[config.mk]
export PLATFORM = sky130hd
export DESIGN_NAME = rr_req_collector_flat
export DESIGN_NICKNAME = d
export VERILOG_FILES = /design/src/rtl/rr_req_collector_if.sv /design/src/rtl/rr_req_collector.sv /design/src/flat_wrapper.sv
export SDC_FILE = /design/constraint.sdc
export NUM_CORES = 1
export LEC_CHECK = 0
export ABC_AREA = 1
export BUFFER_PORTS_ARGS = -buffer_cell sky130_fd_sc_hd__buf_2
export CAP_MARGIN = 20
export CORE_UTILIZATION = 49
export CTS_CLUSTER_DIAMETER = 200
export DETAILED_ROUTE_END_ITERATION = 6
export PLACE_DENSITY = 0.69
export SYNTH_ARGS = -nofsm -noshare
export SYNTH_HDL_FRONTEND = slang
export SYNTH_SLANG_ARGS = --single-unit
export TNS_END_PERCENT = 30
[constraint.sdc]
create_clock -name clk_i -period 5.1 [get_ports clk_i]
set_input_delay 0.51 -clock clk_i [delete_from_list [all_inputs] [get_ports clk_i]]
set_output_delay 0.51 -clock clk_i [all_outputs]
set_load 0.02 [all_outputs]
[src/rtl/rr_req_collector_if.sv]
// Bundle between the request collector and its surroundings: client pushes and
// arbiter grants in, pending-request status out.
interface rr_req_collector_if #(
  parameter int REQCNT = 16,
  parameter int PEND_W = 4
);
  localparam int IDX_W = $clog2(REQCNT);
  localparam int PMAX  = (1 << PEND_W) - 1;
  localparam int TOT_W = $clog2(REQCNT * PMAX + 1);

  logic [REQCNT-1:0] push_i;
  logic [IDX_W-1:0]  gnt_num_i;
  logic              gnt_val_i;
  logic              ovf_clr_i;
  logic [REQCNT-1:0] req_o;
  logic              req_val_o;
  logic [REQCNT-1:0] pend_full_o;
  logic [REQCNT-1:0] ovf_o;
  logic              gnt_err_o;
  logic [TOT_W-1:0]  tot_pend_o;

  modport master (
    output push_i, gnt_num_i, gnt_val_i, ovf_clr_i,
    input  req_o, req_val_o, pend_full_o, ovf_o, gnt_err_o, tot_pend_o
  );

  modport slave (
    input  push_i, gnt_num_i, gnt_val_i, ovf_clr_i,
    output req_o, req_val_o, pend_full_o, ovf_o, gnt_err_o, tot_pend_o
  );
endinterface

[src/rtl/rr_req_collector.sv]
// Per-client saturating pending-request counters feeding a round-robin arbiter;
// each valid grant retires one pending request of the granted client.
module rr_req_collector #(
  parameter int REQCNT = 16,
  parameter int PEND_W = 4
) (
  input  logic clk_i,
  input  logic rst_i,
  rr_req_collector_if.slave bus
);
  localparam int IDX_W = $clog2(REQCNT);
  localparam int PMAX  = (1 << PEND_W) - 1;
  localparam int TOT_W = $clog2(REQCNT * PMAX + 1);
  localparam logic [PEND_W-1:0] CNT_MAX = '1;

  logic [PEND_W-1:0] count_q [REQCNT];
  logic [PEND_W-1:0] count_d [REQCNT];
  logic [REQCNT-1:0] ovf_q, ovf_d;
  logic              gnt_err_q, gnt_err_d;
  logic [TOT_W-1:0]  tot_q, tot_d;

  logic [REQCNT-1:0] gnt_hit;
  logic [REQCNT-1:0] push_acc;
  logic [REQCNT-1:0] new_ovf;

  always_comb begin
    gnt_hit  = '0;
    push_acc = '0;
    new_ovf  = '0;
    for (int i = 0; i < REQCNT; i++) begin
      count_d[i]  = count_q[i];
      gnt_hit[i]  = bus.gnt_val_i && (bus.gnt_num_i == IDX_W'(i)) && (count_q[i] != '0);
      // A push paired with a hit nets to zero, so it is accepted even at PMAX.
      push_acc[i] = bus.push_i[i] && (gnt_hit[i] || (count_q[i] != CNT_MAX));
      new_ovf[i]  = bus.push_i[i] && !gnt_hit[i] && (count_q[i] == CNT_MAX);
      if (push_acc[i] && !gnt_hit[i]) begin
        count_d[i] = count_q[i] + 1'b1;
      end else if (gnt_hit[i] && !bus.push_i[i]) begin
        count_d[i] = count_q[i] - 1'b1;
      end
    end
    tot_d     = tot_q + TOT_W'($countones(push_acc)) - TOT_W'(|gnt_hit);
    ovf_d     = (bus.ovf_clr_i ? '0 : ovf_q) | new_ovf;
    // No hit on a valid grant covers both an out-of-range index and an idle client.
    gnt_err_d = bus.gnt_val_i && !(|gnt_hit);
  end

  always_ff @(posedge clk_i) begin
    if (rst_i) begin
      for (int i = 0; i < REQCNT; i++) begin
        count_q[i] <= '0;
      end
      ovf_q     <= '0;
      gnt_err_q <= 1'b0;
      tot_q     <= '0;
    end else begin
      for (int i = 0; i < REQCNT; i++) begin
        count_q[i] <= count_d[i];
      end
      ovf_q     <= ovf_d;
      gnt_err_q <= gnt_err_d;
      tot_q     <= tot_d;
    end
  end

  always_comb begin
    bus.req_o       = '0;
    bus.pend_full_o = '0;
    for (int i = 0; i < REQCNT; i++) begin
      bus.req_o[i]       = (count_q[i] != '0);
      bus.pend_full_o[i] = (count_q[i] == CNT_MAX);
    end
  end

  assign bus.req_val_o  = |bus.req_o;
  assign bus.ovf_o      = ovf_q;
  assign bus.gnt_err_o  = gnt_err_q;
  assign bus.tot_pend_o = tot_q;
endmodule

[src/flat_wrapper.sv]
// flat-port wrapper written by rule: the top's interface ports become plain ports
module rr_req_collector_flat 
#(
  parameter int REQCNT = 16,
  parameter int PEND_W = 4
)
  (clk_i, rst_i, bus_push_i, bus_gnt_num_i, bus_gnt_val_i, bus_ovf_clr_i, bus_req_o, bus_req_val_o, bus_pend_full_o, bus_ovf_o, bus_gnt_err_o, bus_tot_pend_o);
  rr_req_collector_if #(.REQCNT(REQCNT), .PEND_W(PEND_W)) bus_i ();
  input  logic clk_i;
  input  logic rst_i;
  input wire logic [$bits(bus_i.push_i)-1:0] bus_push_i;
  input wire logic [$bits(bus_i.gnt_num_i)-1:0] bus_gnt_num_i;
  input wire logic [$bits(bus_i.gnt_val_i)-1:0] bus_gnt_val_i;
  input wire logic [$bits(bus_i.ovf_clr_i)-1:0] bus_ovf_clr_i;
  output wire logic [$bits(bus_i.req_o)-1:0] bus_req_o;
  output wire logic [$bits(bus_i.req_val_o)-1:0] bus_req_val_o;
  output wire logic [$bits(bus_i.pend_full_o)-1:0] bus_pend_full_o;
  output wire logic [$bits(bus_i.ovf_o)-1:0] bus_ovf_o;
  output wire logic [$bits(bus_i.gnt_err_o)-1:0] bus_gnt_err_o;
  output wire logic [$bits(bus_i.tot_pend_o)-1:0] bus_tot_pend_o;
  assign bus_i.push_i = bus_push_i;
  assign bus_i.gnt_num_i = bus_gnt_num_i;
  assign bus_i.gnt_val_i = bus_gnt_val_i;
  assign bus_i.ovf_clr_i = bus_ovf_clr_i;
  assign bus_req_o = bus_i.req_o;
  assign bus_req_val_o = bus_i.req_val_o;
  assign bus_pend_full_o = bus_i.pend_full_o;
  assign bus_ovf_o = bus_i.ovf_o;
  assign bus_gnt_err_o = bus_i.gnt_err_o;
  assign bus_tot_pend_o = bus_i.tot_pend_o;
  rr_req_collector #(.REQCNT(REQCNT), .PEND_W(PEND_W)) u_core (.clk_i(clk_i), .rst_i(rst_i), .bus(bus_i));
endmodule
==> flow_metrics.py, run 1 <==
metrics = {
    "global_routing": {
        "grt_pass1_vias": 5391,
        "grt_max_degree": 33,
        "antenna_found_initial": 0,
        "grt_pass1_wl_mm": 25.1,
        "grt_overflow": 0,
        "track_usage": 0.238,
    },
    "status": {
        "status": "finished clean",
    },
    "timing": {
        "slew_viol_final": 0,
        "relSlewSlack": 0.372,
        "hold_ws_ps": 451,
        "setup_tns_ps": 0,
        "max_freq_ghz": 0.225,
        "finalCritPeriodShare": 0.872,
        "report.final.hold_viol_count": 0,
        "skew_ps": 7.88,
        "rsz0062_at_grt": "no",
        "setup_viol": 0,
        "fin_ws_ps": 654,
        "period_needed_ps": 4450,
        "tightest_slew_ps": 941,
    },
    "setup_path": {
        "worstPathMaxFanout": 6,
        "reg2reg_to": "u_core.bus.tot_pend_o[7]",
        "required_ps": 5350,
        "crit_arrival_ps": 4700,
        "path_class": "flip-flop to flip-flop",
        "reg2reg_slack_ps": 650,
        "startpoint_type": "flip-flop",
        "end_kind": "flip-flop",
        "r2r_cells": 18,
        "rr_startpoint": "u_core.count_q[5][0]",
    },
    "flow_run": {
        "maxCapViolations": 0,
    },
    "drt": {
        "viasPerCell": 5.16,
        "drt_pass1_iterations": 5,
        "drt_iter0_drc": 328,
        "drc_errors": 0,
        "wl_per_cell_um": 13.4,
        "ant_nets": 0,
        "vias": 5950,
        "finalWirelength_mm": 15.5,
    },
    "synthesis": {
        "syn-num-nets": 1008,
        "synth_xor_area_frac": 0.0256,
        "synth-adder-area-share": 0.206,
        "synthDistinctLibCells": 30,
        "synth_top_family_by_area": "simple AND/OR/NAND/NOR gates",
        "synth_mux_area_frac": 0,
        "netlist_instances": 894,
        "ys_seq_area_frac": 0.274,
        "synth-simple-area-share": 0.306,
        "synth_compound_area_frac": 0.111,
        "ys_ff_latch": 89,
        "yosys_warnings": 0,
        "syn_avg_cell_area_um2": 7.28,
        "synth_area_um2": 6510,
    },
    "placed_design": {
        "post-dp-hpwl_mm": 12.0,
        "place_ws_ps": 318,
        "port_buffers": 81,
        "place_congestion": 0.890,
        "placed_area_um2": 7090,
    },
    "clock_tree": {
        "cts_root_buffer": "clkbuf_16",
        "insertion_delay_ps": 350,
        "cts_buffer_depth": 2,
        "numCtsBuffers": 9,
        "ctsHoldBuffers": 0,
        "cts_tree": "yes",
        "post_cts_buffers": 0,
        "ctsResizeCount": 0,
        "cts.clk_slew.worst_paths_ps": 70,
        "cts.sinks": 89,
        "h-tree-depth": 3,
    },
    "floorplanning": {
        "fp.coreArea_um2": 12800,
        "die_height_um": 117,
        "initial_core_util": 0.510,
        "die-width_um": 117,
        "io_pins": 82,
        "std_cell_rows": 41,
        "die_area_um2": 13800,
    },
    "power_and_ir_drop": {
        "power_density_nw_per_um2": 419,
        "cellLeakagePower_nw": 3.99,
        "power.switching_mw": 1.29,
        "vdd_drop_max_uv": 252,
        "combPwrFrac": 0.480,
        "sw_frac_of_total": 0.416,
        "p_clk_frac": 0.230,
        "p_seq_frac": 0.290,
        "p_int_mw": 1.81,
    },
    "finish": {
        "syn_to_final_growth_pct": 13.7,
        "multi_input_area_um2": 4230,
        "num-fill-cells": 1221,
        "antennaDiodeCount": 0,
        "post-route-util": 0.580,
        "final_layout_size_suffix_gt1_frac": 0.145,
        "final_common_cell": "nand2_1",
        "finalNetCount": 1090,
        "layout_common_cells": "152 x nand2_1, 143 x nor2_1, 114 x inv_1",
        "ff_latch_area_um2": 1780,
        "design_area_um2": 7410,
    },
    "worst_hold_path": {
        "hold_path_depth": 3,
        "hold-path-endpoint": "u_core.bus.ovf_o[13]",
        "hold_path_class": "primary input to flip-flop",
        "hold_start": "bus_push_i[13]",
    },
}
-- worst max-delay path, cell delays in order (launching register included) --
cell	delay, ps
dfxtp_1	440
nor2_1	70
nand2_1	150
nand3_1	200
a21oi_1	200
ha_1	200
fa_1	450
fa_1	480
fa_1	550
inv_1	50
fa_1	590
inv_1	60
ha_1	290
nand2_1	40
o21ai_0	250
a21o_1	170
nand2_1	50
nand2_1	50
nor2_1	50
-- worst max path at each step --
stage	from	endpoint	slack [ps]
finish	u_core.count_q[5][0]	u_core.bus.tot_pend_o[7]	650
global route	u_core.count_q[5][1]	u_core.bus.tot_pend_o[7]	330
CTS	u_core.count_q[10][0]	u_core.bus.tot_pend_o[7]	670
detailed placement	bus_gnt_val_i	u_core.bus.tot_pend_o[7]	320
global placement	bus_gnt_val_i	u_core.bus.tot_pend_o[7]	390
floorplan	bus_gnt_val_i	u_core.bus.tot_pend_o[7]	820
-- synthesized netlist by cell type --
| master | number | area [um^2] |
|---|---|---|
| a21boi_0 | 1 | 7.51 |
| a21o_1 | 14 | 105 |
| a21oi_1 | 80 | 400 |
| a21oi_2 | 1 | 8.76 |
| buf_4 | 1 | 7.51 |
| clkbuf_1 | 10 | 37.5 |
| clkinv_1 | 2 | 7.51 |
| clkinv_2 | 2 | 10.0 |
| dfxtp_1 | 89 | 1780 |
| fa_1 | 29 | 581 |
| ha_1 | 61 | 763 |
| inv_1 | 114 | 428 |
| inv_2 | 3 | 11.3 |
| nand2_1 | 152 | 571 |
| nand2_2 | 11 | 68.8 |
| nand3_1 | 59 | 295 |
| nand3_2 | 19 | 190 |
| nand3_4 | 2 | 35.0 |
| nand3b_1 | 3 | 22.5 |
| nand4_1 | 32 | 200 |
| nor2_1 | 143 | 537 |
| nor2_4 | 5 | 56.3 |
| nor4_1 | 2 | 12.5 |
| o211ai_1 | 1 | 7.51 |
| o21ai_0 | 30 | 150 |
| o21ai_1 | 7 | 35.0 |
| o21ai_2 | 1 | 8.76 |
| or2_2 | 1 | 6.26 |
| xnor2_1 | 7 | 61.3 |
| xor2_1 | 12 | 105 |
-- stage by stage --
step                power (mW)  instances
CTS                       3.13       1153
floorplan                 2.06        894
finish                    3.10       1153
global route              3.43       1153
global placement          2.39       1137
detailed placement        2.40       1137
-- final cells by class --
type                            count  share of cell area
Tap cell                          172              0.0291
Inverter                          121              0.0617
Clock buffer                       10              0.0309
Clock inverter                      6              0.0112
Timing Repair Buffer               82              0.0558
Multi-Input combinational cell    673               0.571
Sequential cell                    89               0.241
-- logic make-up (layout without fill, tap and decap cells) --
| family | count (synthesis) | in the layout |
|---|---|---|
| simple gates | 429 | 429 |
| xor+xnor | 19 | 19 |
| buf+inv | 132 | 219 |
| fa+ha+maj | 90 | 90 |
| compound gates | 135 | 135 |
| flops | 89 | 89 |
-- power by group through the flow --
stage | Clock, mW | Combinational [mW] | Sequential [mW]
after detailed placement | 0 | 1.49 | 0.914
after floorplan | 0 | 1.14 | 0.923
after CTS | 0.732 | 1.50 | 0.899
after global routing | 0.754 | 1.76 | 0.914
final | 0.713 | 1.49 | 0.899
after global placement | 0 | 1.48 | 0.914
-- sequential cells by signal, summed over array words and instances (netlist names) --
signal                 flops
u_core.count_q            64
u_core.bus.tot_pend_o      8
u_core.bus.gnt_err_o       1
u_core.bus.ovf_o          16
-- routing by layer --
metal  part of all wire  vias up  wire (um)  global-route usage
li1                   -     3105          -                   -
met1               0.47     2707       7320               0.312
met2               0.46      123       7160               0.395
met3              0.053       15        818              0.0577
met4              0.011        0        173              0.0532
met5                  0        -          0                   0
Note: power is estimated with default switching activity, not from simulation.
==> inputs of run 2 (changes only) <==
--- a/config.mk
+++ b/config.mk
@@ -8,10 +8,13 @@
 export ABC_AREA = 1
 export BUFFER_PORTS_ARGS = -buffer_cell sky130_fd_sc_hd__buf_2
 export CAP_MARGIN = 20
+export CORE_ASPECT_RATIO = 1.2
 export CORE_UTILIZATION = 49
 export CTS_CLUSTER_DIAMETER = 200
 export DETAILED_ROUTE_END_ITERATION = 6
 export PLACE_DENSITY = 0.69
+export REMOVE_ABC_BUFFERS = 1
+export SKIP_CTS_REPAIR_TIMING = 1
 export SYNTH_ARGS = -nofsm -noshare
 export SYNTH_HDL_FRONTEND = slang
 export SYNTH_SLANG_ARGS = --single-unit
==> run 2 against run 1 <==
Net effect:
- clock power decreased by 11%
- routed wire length decreased by 0.59%
- worst setup slack got worse by 35 ps
- register-to-register slack got worse by 40 ps
- total power decreased by 1.2%
- fmax decreased by 0.79%
- final area decreased by 0.63%
- worst hold slack improved by 11 ps
- flip-flop and latch count unchanged
- critical path type unchanged
==> flow_metrics.py, run 2 (same netlist as run 1, synthesis figures left out) <==
metrics = {
    "status": {
        "status": "finished clean",
    },
    "placed_design": {
        "place_congestion": 0.839,
        "place_ws_ps": 327,
        "port_buffers": 81,
        "post-dp-hpwl_mm": 12.1,
        "dp_cells": 1129,
        "placed_area_um2": 7080,
    },
    "global_routing": {
        "antenna_found_initial": 0,
        "grt_overflow": 0,
        "track_usage": 0.235,
        "grt_pass1_wl_mm": 25.2,
        "use_met3": 0.0402,
        "grt_util_met1": 0.294,
        "grt_max_degree": 39,
        "grt_pass1_vias": 5318,
        "globalRouteMet2Util": 0.409,
        "grt_busiest_layer": "met2",
    },
    "power_and_ir_drop": {
        "vdd_drop_max_uv": 277,
        "cellLeakagePower_nw": 3.98,
        "power.switching_mw": 1.32,
        "power_density_nw_per_um2": 416,
        "p_int_mw": 1.75,
        "sw_frac_of_total": 0.429,
        "total_power_mw": 3.06,
        "p_seq_frac": 0.295,
        "p_clk_frac": 0.206,
        "combPwrFrac": 0.499,
    },
    "clock_tree": {
        "cts_buffer_depth": 2,
        "cts_tree": "yes",
        "cts.sinks": 89,
        "insertion_delay_ps": 350,
        "cts.clk_slew.worst_paths_ps": 70,
        "cts_root_buffer": "clkbuf_16",
        "numCtsBuffers": 9,
        "h-tree-depth": 3,
    },
    "setup_path": {
        "required_ps": 5350,
        "crit_buf_inv": 2,
        "startpoint_type": "flip-flop",
        "worstPathMaxFanout": 6,
        "cp-startpoint": "u_core.count_q[11][0]",
        "reg2reg_slack_ps": 620,
        "end_kind": "flip-flop",
        "rr_startpoint": "u_core.count_q[11][0]",
        "crit_slowest_cell": "fa_1",
        "path_class": "flip-flop to flip-flop",
        "cpPeakStageDelay_ps": 590,
        "crit_arrival_ps": 4730,
        "critical_path.top_delay_family": "adder cells",
        "crit_chain": "nor2_1 -> nand2_1 -> nand3_4 -> a21oi_1 -> ha_1 -> fa_1 -> fa_1 -> fa_1 -> inv_1 -> fa_1 -> inv_1 -> ha_1 -> nand2_1 -> o21ai_0 -> a21o_1 -> nand2_1 -> nand2_1 -> nor2_1",
    },
    "timing": {
        "setup_viol": 0,
        "tightest_slew_ps": 772,
        "rsz0062_at_grt": "no",
        "finalCritPeriodShare": 0.879,
        "setup_tns_ps": 0,
        "slew_viol_final": 0,
        "fin_ws_ps": 619,
        "skew_ps": 6.23,
        "period_needed_ps": 4480,
        "max_freq_ghz": 0.223,
        "report.final.hold_viol_count": 0,
        "relSlewSlack": 0.485,
        "hold_ws_ps": 462,
    },
    "floorplanning": {
        "std_cell_rows": 45,
        "die_area_um2": 13800,
        "die-width_um": 107,
        "fp.coreArea_um2": 12800,
        "die_height_um": 128,
        "io_pins": 82,
        "initial_core_util": 0.509,
    },
    "finish": {
        "final_layout_size_suffix_gt1_frac": 0.144,
        "design_area_um2": 7360,
        "regMostFlops": "u_core.count_q",
        "multi_input_area_um2": 4230,
        "post-route-util": 0.576,
        "ff_latch_area_um2": 1780,
        "antennaDiodeCount": 0,
        "final_common_cell": "nand2_1",
        "finalNetCount": 1090,
        "num-fill-cells": 1271,
        "layout_common_cells": "152 x nand2_1, 143 x nor2_1, 114 x inv_1",
        "stdcell_count": 1145,
        "syn_to_final_growth_pct": 13.0,
        "largest_register_ffs": 64,
    },
    "drt": {
        "viasPerCell": 5.19,
        "drc_errors": 0,
        "drt_pass1_iterations": 5,
        "vias": 5938,
        "drt_iter0_drc": 230,
        "ant_nets": 0,
        "wl_per_cell_um": 13.4,
        "finalWirelength_mm": 15.4,
    },
    "flow_run": {
        "maxCapViolations": 0,
    },
    "worst_hold_path": {
        "hold_path_class": "primary input to flip-flop",
        "hold_start": "bus_push_i[6]",
    },
}
-- run 2: changes by cell type in the layout (fill, tap and decap cells not counted), sizes merged --
cell / change
clkinvlp: -1
clkbuf: +3
bufinv: -2
-- run 2: per-layer routing --
metal	up-vias	wire length, um	part of all wire
li1	3101	-	-
met1	2721	6970	0.45
met2	96	7590	0.49
met3	20	556	0.036
met4	0	267	0.017
met5	-	0	0
-- run 2: worst paths after layout --
path                                                 end  cells past startpoint
worst max-delay path            u_core.bus.tot_pend_o[7]                     18
worst min-delay path                 u_core.bus.ovf_o[6]                      3
worst max register to register  u_core.bus.tot_pend_o[7]                     18
worst min register to register       u_core.bus.ovf_o[1]                      2
-- run 2: power groups by stage --
stage	Clock [mW]	Sequential [mW]	Combinational, mW
final	0.632	0.903	1.53
after global routing	0.675	0.919	1.76
after CTS	0.643	0.902	1.53
after detailed placement	0	0.917	1.52
after global placement	0	0.917	1.50
after floorplan	0	0.923	1.13
-- run 2: area by class of cell --
class / instances / share of cell area
Clock buffer: 13 / 0.0354
Clock inverter: 3 / 0.00204
Inverter: 121 / 0.0621
Multi-Input combinational cell: 673 / 0.574
Sequential cell: 89 / 0.242
Tap cell: 164 / 0.0279
Timing Repair Buffer: 82 / 0.0561
-- run 2: tightest hold or removal path: cells and delay by family --
family                 cells  cell delay, ps
AO/OA/AOI/OAI              1              60
AND/OR/NAND/NOR            1              80
buffers and inverters      1             120
==> inputs of run 3 (changes only) <==
--- a/config.mk
+++ b/config.mk
@@ -6,7 +6,7 @@
 export NUM_CORES = 1
 export LEC_CHECK = 0
 export ABC_AREA = 1
-export BUFFER_PORTS_ARGS = -buffer_cell sky130_fd_sc_hd__buf_2
+export BUFFER_PORTS_ARGS = -buffer_cell sky130_fd_sc_hd__buf_4
 export CAP_MARGIN = 20
 export CORE_ASPECT_RATIO = 1.2
 export CORE_UTILIZATION = 49
==> constraint.sdc (replaced) <==
create_clock -name clk_i -period 5.1 [get_ports clk_i]
set_input_delay 0.51 -clock clk_i [delete_from_list [all_inputs] [get_ports clk_i]]
set_output_delay 0.51 -clock clk_i [all_outputs]
set_load 0.005 [all_outputs]
==> run 3 against run 2 <==
Net effect:
- worst hold slack worse by 11 ps
- routed wire length is 1.1% higher
- critical path type unchanged
- clock-buffer cell count is 2 higher
- global-route usage is 0.47 points higher
- sequential power hardly changed
- largest cell class unchanged
- first-iteration DRC count is 20% higher
- combinational power is 3% lower
- non-clock buffer count stayed put
- clock skew is 3.5 ps higher
==> flow_metrics.py, run 3 (same netlist as run 1, synthesis figures left out) <==
metrics = {
    "setup_path": {
        "startpoint_type": "flip-flop",
        "crit_slowest_cell": "fa_1",
        "required_ps": 5360,
        "crit_arrival_ps": 4730,
        "r2r_cells": 18,
        "path_class": "flip-flop to flip-flop",
        "reg2reg_to": "u_core.bus.tot_pend_o[7]",
        "reg2reg_slack_ps": 620,
        "worstPathMaxFanout": 6,
        "end_kind": "flip-flop",
        "cpPeakStageDelay_ps": 590,
        "crit_chain": "nor2_1 -> nand2_1 -> nand3_1 -> a21oi_1 -> ha_1 -> fa_1 -> fa_1 -> fa_1 -> inv_1 -> fa_1 -> inv_1 -> ha_1 -> nand2_1 -> o21ai_0 -> a21o_1 -> nand2_1 -> nand2_1 -> nor2_1",
        "rr_startpoint": "u_core.count_q[5][0]",
    },
    "worst_hold_path": {
        "hold_path_class": "primary input to flip-flop",
        "hold_path_depth": 3,
        "hold_start": "bus_push_i[7]",
        "hold-path-endpoint": "u_core.bus.ovf_o[7]",
    },
    "timing": {
        "rsz0062_at_grt": "no",
        "report.final.hold_viol_count": 0,
        "max_freq_ghz": 0.223,
        "setup_tns_ps": 0,
        "relSlewSlack": 0.485,
        "period_needed_ps": 4480,
        "tightest_slew_ps": 772,
        "slew_viol_final": 0,
        "finalCritPeriodShare": 0.878,
        "setup_viol": 0,
        "skew_ps": 9.72,
    },
    "clock_tree": {
        "cts.clk_slew.worst_paths_ps": 70,
        "cts_tree": "yes",
        "numCtsBuffers": 9,
        "cts_root_buffer": "clkbuf_16",
        "insertion_delay_ps": 360,
        "cts_buffer_depth": 2,
        "cts.sinks": 89,
        "h-tree-depth": 3,
    },
    "floorplanning": {
        "initial_core_util": 0.509,
        "io_pins": 82,
        "std_cell_rows": 45,
        "die-width_um": 107,
        "fp.coreArea_um2": 12800,
        "die_height_um": 128,
        "die_area_um2": 13800,
    },
    "global_routing": {
        "grt_overflow": 0,
        "track_usage": 0.239,
        "grt_max_degree": 38,
        "grt_pass1_vias": 5480,
        "grt_pass1_wl_mm": 25.8,
        "antenna_found_initial": 0,
    },
    "placed_design": {
        "place_congestion": 0.886,
        "port_buffers": 81,
        "post-dp-hpwl_mm": 12.2,
        "placed_area_um2": 7290,
    },
    "status": {
        "status": "finished clean",
    },
    "finish": {
        "final_layout_size_suffix_gt1_frac": 0.144,
        "syn_to_final_growth_pct": 16.4,
        "final_common_cell": "nand2_1",
        "layout_common_cells": "152 x nand2_1, 143 x nor2_1, 114 x inv_1",
        "largest_register_ffs": 64,
        "antennaDiodeCount": 0,
        "finalNetCount": 1090,
        "design_area_um2": 7580,
        "regMostFlops": "u_core.count_q",
    },
    "power_and_ir_drop": {
        "p_clk_frac": 0.219,
        "power_density_nw_per_um2": 403,
        "power.switching_mw": 1.25,
        "sw_frac_of_total": 0.409,
        "vdd_drop_max_uv": 387,
        "p_int_mw": 1.80,
        "cellLeakagePower_nw": 4.02,
        "p_seq_frac": 0.294,
        "combPwrFrac": 0.487,
    },
    "drt": {
        "wl_per_cell_um": 13.6,
        "viasPerCell": 5.18,
        "vias": 5935,
        "ant_nets": 0,
        "drt_pass1_iterations": 5,
        "drt_iter0_drc": 275,
        "finalWirelength_mm": 15.6,
        "drc_errors": 0,
    },
    "flow_run": {
        "maxCapViolations": 0,
    },
}
[run 3: cell types whose count changed in the layout (fill, tap and decap cells not counted), sizes merged]
cell      change
clkinv        -3
clkinvlp      +1
clkbuf        +2
[run 3: worst max-delay path, delay by kind of cell (launching register included)]
family | cells | cell delay (ps)
adders and majority gates | 6 | 2580
buffers and inverters | 2 | 120
AOI/OAI and AO/OA | 3 | 650
DFF | 1 | 450
and+or+nand+nor | 7 | 580
[run 3: per-layer routing]
metal / part of all wire / routed length [um] / vias to the layer above / GRT usage
met5: 0 / 0 / - / 0
met4: 0.021 / 323 / 0 / 0.0967
met3: 0.041 / 632 / 21 / 0.0300
met2: 0.49 / 7700 / 108 / 0.424
met1: 0.44 / 6900 / 2713 / 0.292
li1: - / - / 3093 / -
[run 3: power by group through the flow]
| stage | Sequential (mW) | Clock [mW] | Combinational (mW) |
|---|---|---|---|
| floorplan | 0.892 | 0 | 1.10 |
| global placement | 0.915 | 0 | 1.46 |
| detailed placement | 0.915 | 0 | 1.47 |
| CTS | 0.900 | 0.678 | 1.50 |
| finish | 0.900 | 0.669 | 1.49 |
| global route | 0.916 | 0.705 | 1.74 |
[run 3: how the worst max path moves through the flow]
stage	startpoint	endpoint	slack, ps	cells after the start
2_1_floorplan	bus_gnt_val_i	u_core.bus.tot_pend_o[7]	810	18
3_3_place_gp	bus_gnt_val_i	u_core.bus.tot_pend_o[7]	400	19
3_5_place_dp	bus_gnt_val_i	u_core.bus.tot_pend_o[7]	350	19
4_1_cts	u_core.count_q[9][1]	u_core.bus.tot_pend_o[7]	640	18
5_1_grt	u_core.count_q[11][0]	u_core.bus.tot_pend_o[7]	280	18
6_report	u_core.count_q[5][0]	u_core.bus.tot_pend_o[7]	620	18
[run 3: layout make-up]
cell class / count / area (um^2)
Clock inverter: 1 / 7.51
Sequential cell: 89 / 1780
Multi-Input combinational cell: 673 / 4230
Clock buffer: 15 / 288
Inverter: 121 / 457
Fill cell: 1202 / 5200
Tap cell: 164 / 205
Timing Repair Buffer: 82 / 616
[run 3: metrics by stage]
| stage | power [mW] | cells | setup slack [ps] | hold slack [ps] | utilization |
|---|---|---|---|---|---|
| after CTS | 3.08 | 1145 | 643 | 446 | 0.593 |
| after global placement | 2.37 | 1129 | 400 | 453 | 0.570 |
| after detailed placement | 2.39 | 1129 | 345 | 458 | 0.570 |
| after floorplan | 1.99 | 883 | 811 | 456 | - |
| after global routing | 3.36 | 1145 | 280 | 452 | 0.593 |
| final | 3.06 | 1145 | 624 | 451 | 0.593 |
